### src/rtl/pipeline_ctrl_pkg.sv
// Purpose  : opcode classes, sequencer state encodings and stall-length type shared by the stall sequencer.
// Latency  : n/a (declarations and pure helper functions only).
// Backpress: n/a.
package pipeline_ctrl_pkg;

   localparam logic [3:0] OP_ATYPE = 4'b0001;
   localparam logic [3:0] OP_LW    = 4'b0110;
   localparam logic [3:0] OP_LB    = 4'b0100;
   localparam logic [3:0] OP_BEQ   = 4'b1100;
   localparam logic [3:0] OP_BLT   = 4'b1101;
   localparam logic [3:0] OP_BGT   = 4'b1110;

   typedef enum logic [1:0] {
      ST_RUN   = 2'b00,
      ST_STALL = 2'b01,
      ST_FLUSH = 2'b10
   } state_t;

   // Number of bubble cycles a hazard needs (0 = no stall).
   typedef logic [1:0] stall_len_t;

   function automatic logic is_atype(input logic [3:0] op);
      return op == OP_ATYPE;
   endfunction

   function automatic logic is_load(input logic [3:0] op);
      return (op == OP_LW) || (op == OP_LB);
   endfunction

   function automatic logic is_branch(input logic [3:0] op);
      return (op == OP_BEQ) || (op == OP_BLT) || (op == OP_BGT);
   endfunction

endpackage

### src/rtl/pipeline_stall_sequencer_hazard_classifier.sv
// Purpose  : maps the ID/EX/MEM opcodes and hazard-detect flags to a stall length.
// Latency  : purely combinational, zero cycles.
// Backpress: none; evaluated every cycle, the sequencer decides whether the result is used.
// Ports    : id_op/ex_op/mem_op (4b opcodes), hazard (2b match flags) in; stall_len (2b) out.
module hazard_classifier
   import pipeline_ctrl_pkg::*;
(
   input  logic [3:0]  id_op,
   input  logic [3:0]  ex_op,
   input  logic [3:0]  mem_op,
   input  logic [1:0]  hazard,
   output stall_len_t  stall_len
);

   logic br_src_hit;
   logic alu_src_hit;

   assign br_src_hit  = hazard[1] & is_branch(id_op);
   assign alu_src_hit = hazard[0] & is_atype(id_op);

   // Ordered: a branch waiting on a load still in EX needs the longest wait,
   // so it must win over the shorter cases that could also match.
   always_comb begin
      stall_len = 2'd0;
      if (br_src_hit && is_load(ex_op)) begin
         stall_len = 2'd2;
      end else if (br_src_hit && is_atype(ex_op)) begin
         stall_len = 2'd1;
      end else if (br_src_hit && is_load(mem_op)) begin
         stall_len = 2'd1;
      end else if (alu_src_hit && is_load(ex_op)) begin
         stall_len = 2'd1;
      end
   end

endmodule

### src/rtl/pipeline_stall_sequencer.sv
// Purpose  : sequences PC/IF-ID freezes, ID/EX bubbles and IF/ID flushes for the 5-stage pipe.
// Latency  : outputs are Mealy (same cycle as the hazard); multi-cycle stalls tracked in a small FSM.
// Backpress: mem_busy freezes everything; FSM state and remaining-stall count hold until it drops.
// Ports    : clk, rst_n; id_op/ex_op/mem_op, hazard, branch_taken, mem_busy in;
//            pc_we, ifid_we, idex_bubble, ifid_flush, pipe_freeze out.
// Config   : STALL_PERF_CNT_EN adds saturating stall_cycles / flush_count outputs (CNT_W bits).
module pipeline_stall_sequencer
   import pipeline_ctrl_pkg::*;
#(
   parameter int CNT_W     = 16,
   parameter int MAX_STALL = 2
) (
   input  logic              clk,
   input  logic              rst_n,
   input  logic [3:0]        id_op,
   input  logic [3:0]        ex_op,
   input  logic [3:0]        mem_op,
   input  logic [1:0]        hazard,
   input  logic              branch_taken,
   input  logic              mem_busy,
   output logic              pc_we,
   output logic              ifid_we,
   output logic              idex_bubble,
   output logic              ifid_flush,
   output logic              pipe_freeze
`ifdef STALL_PERF_CNT_EN
   ,
   output logic [CNT_W-1:0]  stall_cycles,
   output logic [CNT_W-1:0]  flush_count
`endif
);

   localparam int REM_W = $clog2(MAX_STALL) + 1;

   if (CNT_W < 1) begin : g_cnt_w_invalid
      $error("CNT_W must be at least 1");
   end

   state_t           state_q, state_d;
   logic [REM_W-1:0] rem_q, rem_d;
   stall_len_t       stall_len;
   logic             branch_now;

   hazard_classifier u_classifier (
      .id_op     (id_op),
      .ex_op     (ex_op),
      .mem_op    (mem_op),
      .hazard    (hazard),
      .stall_len (stall_len)
   );

   assign branch_now = is_branch(id_op) & branch_taken;

   always_ff @(posedge clk or negedge rst_n) begin
      if (!rst_n) begin
         state_q <= ST_RUN;
         rem_q   <= '0;
      end else begin
         state_q <= state_d;
         rem_q   <= rem_d;
      end
   end

   always_comb begin
      state_d = state_q;
      rem_d   = rem_q;
      case (state_q)
         ST_RUN: begin
            // A one-cycle stall stays in RUN: next cycle EX holds the bubble
            // and the classifier naturally sees the hazard gone.
            if (!mem_busy) begin
               if (stall_len > 2'd1) begin
                  state_d = ST_STALL;
                  rem_d   = REM_W'(stall_len) - REM_W'(1);
               end else if (stall_len == 2'd0 && branch_now) begin
                  state_d = ST_FLUSH;
               end
            end
         end
         ST_STALL: begin
            if (!mem_busy) begin
               if (rem_q <= REM_W'(1)) begin
                  state_d = ST_RUN;
                  rem_d   = '0;
               end else begin
                  rem_d   = rem_q - REM_W'(1);
               end
            end
         end
         ST_FLUSH: begin
            if (!mem_busy) begin
               state_d = ST_RUN;
            end
         end
         default: begin
            // Unused encoding: recover unconditionally, even while frozen.
            state_d = ST_RUN;
            rem_d   = '0;
         end
      endcase
   end

   always_comb begin
      pc_we       = 1'b1;
      ifid_we     = 1'b1;
      idex_bubble = 1'b0;
      ifid_flush  = 1'b0;
      pipe_freeze = 1'b0;
      if (!rst_n) begin
         pc_we       = 1'b0;
         ifid_we     = 1'b0;
         idex_bubble = 1'b1;
      end else if (mem_busy) begin
         pc_we       = 1'b0;
         ifid_we     = 1'b0;
         pipe_freeze = 1'b1;
      end else begin
         case (state_q)
            ST_RUN: begin
               // Stall beats flush: the branch needs its operands before resolving.
               if (stall_len != 2'd0) begin
                  pc_we       = 1'b0;
                  ifid_we     = 1'b0;
                  idex_bubble = 1'b1;
               end else if (branch_now) begin
                  ifid_flush  = 1'b1;
               end
            end
            ST_STALL: begin
               pc_we       = 1'b0;
               ifid_we     = 1'b0;
               idex_bubble = 1'b1;
            end
            default: ;
         endcase
      end
   end

`ifdef STALL_PERF_CNT_EN
   always_ff @(posedge clk or negedge rst_n) begin
      if (!rst_n) begin
         stall_cycles <= '0;
         flush_count  <= '0;
      end else if (!mem_busy) begin
         if (idex_bubble && stall_cycles != '1) begin
            stall_cycles <= stall_cycles + CNT_W'(1);
         end
         if (ifid_flush && flush_count != '1) begin
            flush_count <= flush_count + CNT_W'(1);
         end
      end
   end
`endif

endmodule

### config.mk
export PLATFORM = sky130hd
export DESIGN_NAME = pipeline_stall_sequencer
export DESIGN_NICKNAME = d
export VERILOG_FILES = /design/src/rtl/pipeline_ctrl_pkg.sv /design/src/rtl/pipeline_stall_sequencer_hazard_classifier.sv /design/src/rtl/pipeline_stall_sequencer.sv
export SDC_FILE = /design/constraint.sdc
export NUM_CORES = 1
export LEC_CHECK = 0
export ABC_CLOCK_PERIOD_IN_PS = 4320
export CAP_MARGIN = 0
export CORE_AREA = 4 4 41 43
export DETAILED_ROUTE_END_ITERATION = 10
export DIE_AREA = 0 0 45 47
export DONT_BUFFER_PORTS = 1
export GPL_TIMING_DRIVEN = 0
export PLACE_DENSITY_LB_ADDON = 0.2
export SYNTH_ARGS = -nofsm -noshare
export SYNTH_HDL_FRONTEND = slang
export SYNTH_SLANG_ARGS = --single-unit
### constraint.sdc
create_clock -name clk -period 4.32 [get_ports clk]
set_clock_uncertainty 0.15 [all_clocks]
set_input_delay 0.432 -clock clk [delete_from_list [all_inputs] [get_ports clk]]
set_output_delay 0.432 -clock clk [all_outputs]
set_load 0.1 [all_outputs]
## Word level (Yosys, flattened, before mapping)

Cells that the tools add are included.
Widths: inputs -> output; s select.

| cells by class | value |
|---|---|
| equal/unequal tests | 17 |
| reduce and logical (&&, ||, !) cells | 14 |
| multipliers | 0 |
| muxes and demuxes | 31 |
| shifts and indexed selects | 0 |
| order comparisons | 2 |
| $add $sub $neg | 2 |
| bitwise gates (word level) | 4 |
| divide/modulo/power cells | 0 |

Operator list:

| operator | count |
|---|---|
| $mux 2 | 13 |
| $eq 4x3->1 const B | 4 |
| $mux 1 | 14 |
| $eq 4x4->1 const B | 3 |
| $pmux 2 s3 | 2 |
| $ne 2x2->1 const B | 5 |
| $eq 4x1->1 const B | 2 |
| $logic_and 1x1->1 | 5 |
| $reduce_and 5->1 | 1 |
| $logic_not 2->1 | 2 |
| $logic_or 1x1->1 | 4 |
| $pmux 1 s2 | 2 |
| $reduce_and 4->1 | 1 |
| $sub 2x1->2 const B | 2 |
| $and 1x1->1 | 3 |
| $ne 3x3->1 const B | 1 |
| $eq 2x1->1 const B | 1 |
| $eq 2x2->1 const B | 1 |
| $gt 2x1->1 const B | 1 |
| $le 2x1->1 const B | 1 |
| $reduce_bool 2->1 | 1 |
| $not 1->1 | 1 |

| storage, ports and cells | value |
|---|---|
| memories | 0 |
| output and inout bits | 5 |
| bits in registers | 4 |
| memory bits (read-only) | 0 |
| logic and storage cells | 72 |
| bits in latches | 0 |
| input port bits | 18 |
| bits in writable memories | 0 |

## Logic depth before layout (Yosys ltp)

| depth | value |
|---|---|
| depth after elaboration | 14 |
| depth in mapped cells | 5 |
| mapped depth without buffers | 4 |

## Hierarchy

Synthesis repeated with hierarchy kept, for this count alone.

| second synthesis, totals | value |
|---|---|
| cell total of the unflattened synthesis | 49 |
| area total of the unflattened synthesis | 406.6 sq um |

Modules (own cells, without submodules):

| module | seq. area each (sq um) | times used | area an instance (sq um) | cells each |
|---|---|---|---|---|
| pipeline_stall_sequencer | 100.1 | 1 | 331.6 | 38 |
| hazard_classifier | 0.0 | 1 | 75.1 | 11 |

## Least setup slack after synthesis

No wires, ideal clock.

| path | value |
|---|---|
| kind | input to output |
| start point | in ex_op[2] |
| end point | out ifid_flush |
| path slack | 0.656 ns |
| path buffers | 0 |
| data required time | 3.738 ns |
| stages on the path | 4 |
| data arrival time | 3.082 ns |
| path through | nor3b_2 > a41oi_1 > o311ai_2 > nor3_1 |

| on the way | value |
|---|---|
| word-level cells in the longest chain between the ends | 12 |
| elaborated cells on any way between the ends | 16 |
| those cells by class | 3 x eq/ne; 8 x mux; 5 x reduce/logical |

RTL lines:

| what | RTL line | RTL |
|---|---|---|
| from (decl) | pipeline_stall_sequencer.sv:16 | `input logic [3:0] ex_op,` |
| $eq 4x3->1 | pipeline_ctrl_pkg.sv:27 | `return (op == OP_LW) \|\| (op == OP_LB);` |
| $logic_or 1x1->1 | pipeline_ctrl_pkg.sv:27 |  |
| $logic_and 1x1->1 | pipeline_stall_sequencer_hazard_classifier.sv:31 | `end else if (alu_src_hit && is_load(ex_op)) begin` |
| $mux 1 | pipeline_stall_sequencer_hazard_classifier.sv:31 |  |
| $mux 2 | pipeline_stall_sequencer_hazard_classifier.sv:29 | `end else if (br_src_hit && is_load(mem_op)) begin` |
| $mux 2 | pipeline_stall_sequencer_hazard_classifier.sv:27 | `end else if (br_src_hit && is_atype(ex_op)) begin` |
| $mux 2 * | pipeline_stall_sequencer_hazard_classifier.sv:25 | `if (br_src_hit && is_load(ex_op)) begin` |
| $reduce_bool 2->1 * | pipeline_stall_sequencer.sv:121 | `if (stall_len != 2'd0) begin` |
| $mux 1 * | pipeline_stall_sequencer.sv:121 |  |
| $mux 1 * | pipeline_stall_sequencer.sv:118 | `case (state_q)` |
| $mux 1 * | pipeline_stall_sequencer.sv:113 | `end else if (mem_busy) begin` |
| $mux 1 * | pipeline_stall_sequencer.sv:109 | `if (!rst_n) begin` |
| to (decl) | pipeline_stall_sequencer.sv:24 | `output logic ifid_flush,` |

Every way passes the cells marked *; elsewhere a longest branch is shown, timed or not.

## Worst setup path in the final report

| path | value |
|---|---|
| start point | reg state_q[0] |
| end point | out pc_we |

| on the way | value |
|---|---|
| word-level cells in the longest chain between the ends | 4 |
| elaborated cells on any way between the ends | 5 |
| those cells by class | 1 x eq/ne; 3 x mux; 1 x reduce/logical |

RTL lines:

| what | RTL line | RTL |
|---|---|---|
| from (decl) | pipeline_stall_sequencer.sv:39 | `state_t state_q, state_d;` |
| from (signal assigned) | pipeline_stall_sequencer.sv:59 | `state_q <= state_d;` |
| $eq 2x1->1 / $logic_not 2->1 (equally long branches) | n/a |  |
| $pmux 1 s2 * | n/a |  |
| $mux 1 * (2 in a row) | n/a |  |
| to (decl) | pipeline_stall_sequencer.sv:21 | `output logic pc_we,` |

Marks and branches as above.

==> out/qor.tcl <==
set qor(yosysSeqAreaShare) 0.286
set qor(final_hold_viol_count) 0
set qor(clock_power_share) 0.355
set qor(placedCellCount) 58
set qor(grt_pass1_vias) 372
set qor(dpl_worst_slack_ps) 1800
set qor(grtUsageMet1) 0.103
set qor(finalMaxSlewViolations) 0
set qor(critical_path_arrival_ps) 1990
set qor(largest_net_degree_at_the_start_of_global_routing) 9
set qor(holdPathEnd) {state_q[0]$_DFFE_PN0P_}
set qor(worstHoldPathCells) 2
set qor(layout-area-overhead-vs-synth_pct) 30.4
set qor(design.die.area_mm2) 0.00212
set qor(row_count) 13
set qor(met3_global_route_usage) 0.0268
set qor(synth.ff_latch_count) 4
set qor(setup-tns-final_ps) 0
set qor(yosys-top-cells-area) {sky130_fd_sc_hd__dfrtp_1 29%, sky130_fd_sc_hd__o21ai_0 5.7%, sky130_fd_sc_hd__nor4b_1 5.0%}
set qor(worst_r2r_start) {state_q[0]$_DFFE_PN0P_}
set qor(synthCells) 40
set qor(globalRouteOverflowTotal) 0
set qor(hold_start) {mem_busy}
set qor(final-setup-viol-count) 0
set qor(worstReg2RegEnd) {rem_q[1]$_DFFE_PN0P_}
set qor(h-tree-depth) 1
set qor(pin_count) 23
set qor(synth_compound_area_frac) 0.318
set qor(ctsResizeCount) 0
set qor(worst-slew-pin-transition_ps) 961
set qor(number_of_input_and_output_port_buffers_inserted) 0
set qor(avgSynthCellArea_um2) 8.76
set qor(synth_top_flop_cell) {sky130_fd_sc_hd__dfrtp_1}
set qor(die_y_um) 47
set qor(worstPathMaxFanout) 7
set qor(yosys_warnings) 0
set qor(cts_hold_repair.buffers) 1
set qor(power.share.switching) 0.330
set qor(leakagePower_uw) 0.000180
set qor(post-synth-top-area-fraction) 0.286
set qor(rsz0062_at_grt) {false}
set qor(setup_slack_ps) 1750
set qor(final_cell_count_no_fill) 62
set qor(floorplan.initialDensity) 0.269
set qor(yosys-top-cells-count) {4 x sky130_fd_sc_hd__dfrtp_1, 4 x sky130_fd_sc_hd__nor2_1, 4 x sky130_fd_sc_hd__o21ai_0}
set qor(grt.busiest_layer) {met2}
set qor(p_int_uw) 83.2
set qor(synth_fp_nets) 58
set qor(xor_xnor_share_of_the_synthesized_area) 0
set qor(grt_pass1_wl_um) 1440
set qor(worstSkewPairLatency_ps) 230
set qor(antenna_cells) 0
set qor(power.density_cell_area_mw_per_mm2) 272
set qor(first_drt_iteration_drcs) 2
set qor(synth-edff-count) 0
set qor(gp_routability_congestion) 0.807
set qor(floorplan.core_area_mm2) 0.00130
set qor(worst_reg2reg_path_depth) 3
set qor(cts-root-to-sink-buffers) 2
set qor(switching_power_uw) 41.0
set qor(drt-wirelength-per-cell_um) 14.9
set qor(multiplexer_area_fraction_after_synthesis) 0
set qor(peakVddDrop_uv) 147
set qor(path_class) {reg -> out}
set qor(synthesis.area_um2) 350
set qor(cts_num_sinks) 4
set qor(asyncSetResetFlopFracSynth) 1.00
set qor(via_per_inst) 5.68
set qor(detail_route.first_pass.iterations) 4
set qor(utilization_of_the_core_after_routing) 0.351
set qor(post_cts_setup_repair_bufs) 0
set qor(worst_path_required_ps) 3740
set qor(cts_tree) {yes}
set qor(gr-usage-met2) 0.153
set qor(tritoncts.num_buffers) 3
set qor(largest_area_contributor_in_the_netlist) {sky130_fd_sc_hd__dfrtp_1}
set qor(postRouteWirelength_um) 921
set qor(ff2ff_setup_slack_ps) 2750
set qor(post_route_cells_drive_above_1_share) 0.298
set qor(worstSetupEndpointType) {primary output}
set qor(critical_path.startpoint_type) {flop}
set qor(cts_root_buf) {sky130_fd_sc_hd__clkbuf_4}
set qor(drc_errors) 0
set qor(synth_top_family_by_area) {simple AND/OR/NAND/NOR gates}
set qor(worst_slew_margin_rel) 0.364
set qor(die_width_um) 45
set qor(final_net_count) 67
set qor(ys_types) 25
set qor(worst_setup_hold_path_clk_slew_ps) 30
set qor(route.vias.total) 352
set qor(maxCapViolCount) 0
set qor(dp_hpwl_um) 785
set qor(grt.total_usage) 0.0928
set qor(worstHoldPathType) {in -> reg}
set qor(run_status) {complete, no violations}
set qor(initial_antenna_violation_count) 0
set qor(pwr-share-comb) 0.301
set qor(final_critical_path_required_period_ps) 2570
set qor(seq_power_share) 0.344
set qor(yosys.area_share.adder) 0
set qor(fmax_mhz) 389
set qor(final_min_period_over_clock_period) 0.596
set qor(antenna_left) 0
set qor(post_synthesis_simple_gate_area_fraction) 0.343
sequential cells by signal (all words and copies together), names as in the netlist:
| name | flops |
|---|---|
| rem_q | 2 |
| state_q | 2 |
critical path, stage by stage, from the launching register on:
cell and delay, ps:
sky130_fd_sc_hd__dfrtp_1 450, sky130_fd_sc_hd__a41oi_1 230, sky130_fd_sc_hd__o311ai_2 210, sky130_fd_sc_hd__a21oi_2 270, sky130_fd_sc_hd__buf_16 200, sky130_fd_sc_hd__buf_1 110
sky130_fd_sc_hd__buf_4 280
worst max-delay path by stage:
stage | start | endpoint | slack, ps | cells past startpoint
final | state_q[0]$_DFFE_PN0P_ | pc_we | 1750 | 6
after global routing | state_q[0]$_DFFE_PN0P_ | pc_we | 1620 | 6
after CTS | state_q[0]$_DFFE_PN0P_ | pc_we | 1720 | 6
after detailed placement | ex_op[0] | idex_bubble | 1800 | 4
after global placement | ex_op[2] | ifid_flush | 550 | 4
after floorplan | ex_op[2] | ifid_flush | 660 | 4
placed cells by master, fill, tap and decap left out, types with 2 or more instances in the layout:
cell | netlist | layout
sky130_fd_sc_hd__inv_1 | 3 | 3
sky130_fd_sc_hd__nand3_1 | 2 | 2
sky130_fd_sc_hd__clkbuf_4 | 0 | 3
sky130_fd_sc_hd__nand2_1 | 3 | 3
sky130_fd_sc_hd__o21ai_0 | 4 | 4
sky130_fd_sc_hd__nor2_1 | 4 | 4
sky130_fd_sc_hd__nor4b_1 | 2 | 2
sky130_fd_sc_hd__dfrtp_1 | 4 | 4
metal layers:
layer / vias to the layer above / share of wire / routed length (um)
li1: 169 / - / -
met1: 165 / 0.37 / 339
met2: 18 / 0.51 / 471
met3: 0 / 0.12 / 110
met4: 0 / 0 / 0
met5: - / 0 / 0
through the flow:
stage	cell area (um^2)	hold slack (ps)	total power, uW
floorplan	350	-13.6	71.9
global placement	369	-13.4	74.0
detailed placement	424	-13.4	79.5
CTS	457	214	127
global route	457	213	133
finish	457	224	124
power groups by stage:
stage          Combinational (uW)  Sequential (uW)  Clock (uW)
2_1_floorplan                29.2             42.7           0
3_3_place_gp                 30.9             43.1           0
5_1_grt                      39.3             43.4        50.3
3_5_place_dp                 36.1             43.4           0
4_1_cts                      37.6             42.7        47.0
6_report                     37.4             42.8        44.1
logic make-up (layout without fill, tap and decap cells):
group           after synthesis  count (layout)
simple gates                 19              19
buf+inv                       4              11
compound gates               13              13
flops                         4               4
area by class of cell:
cell class | instances | area [um^2]
Timing Repair Buffer | 4 | 56.3
Tap cell | 15 | 18.8
Fill cell | 146 | 845
Multi-Input combinational cell | 32 | 240
Sequential cell | 4 | 100
Buffer | 1 | 7.51
Inverter | 3 | 11.3
Clock buffer | 3 | 22.5
No activity file was read; power rests on OpenSTA's default activity.
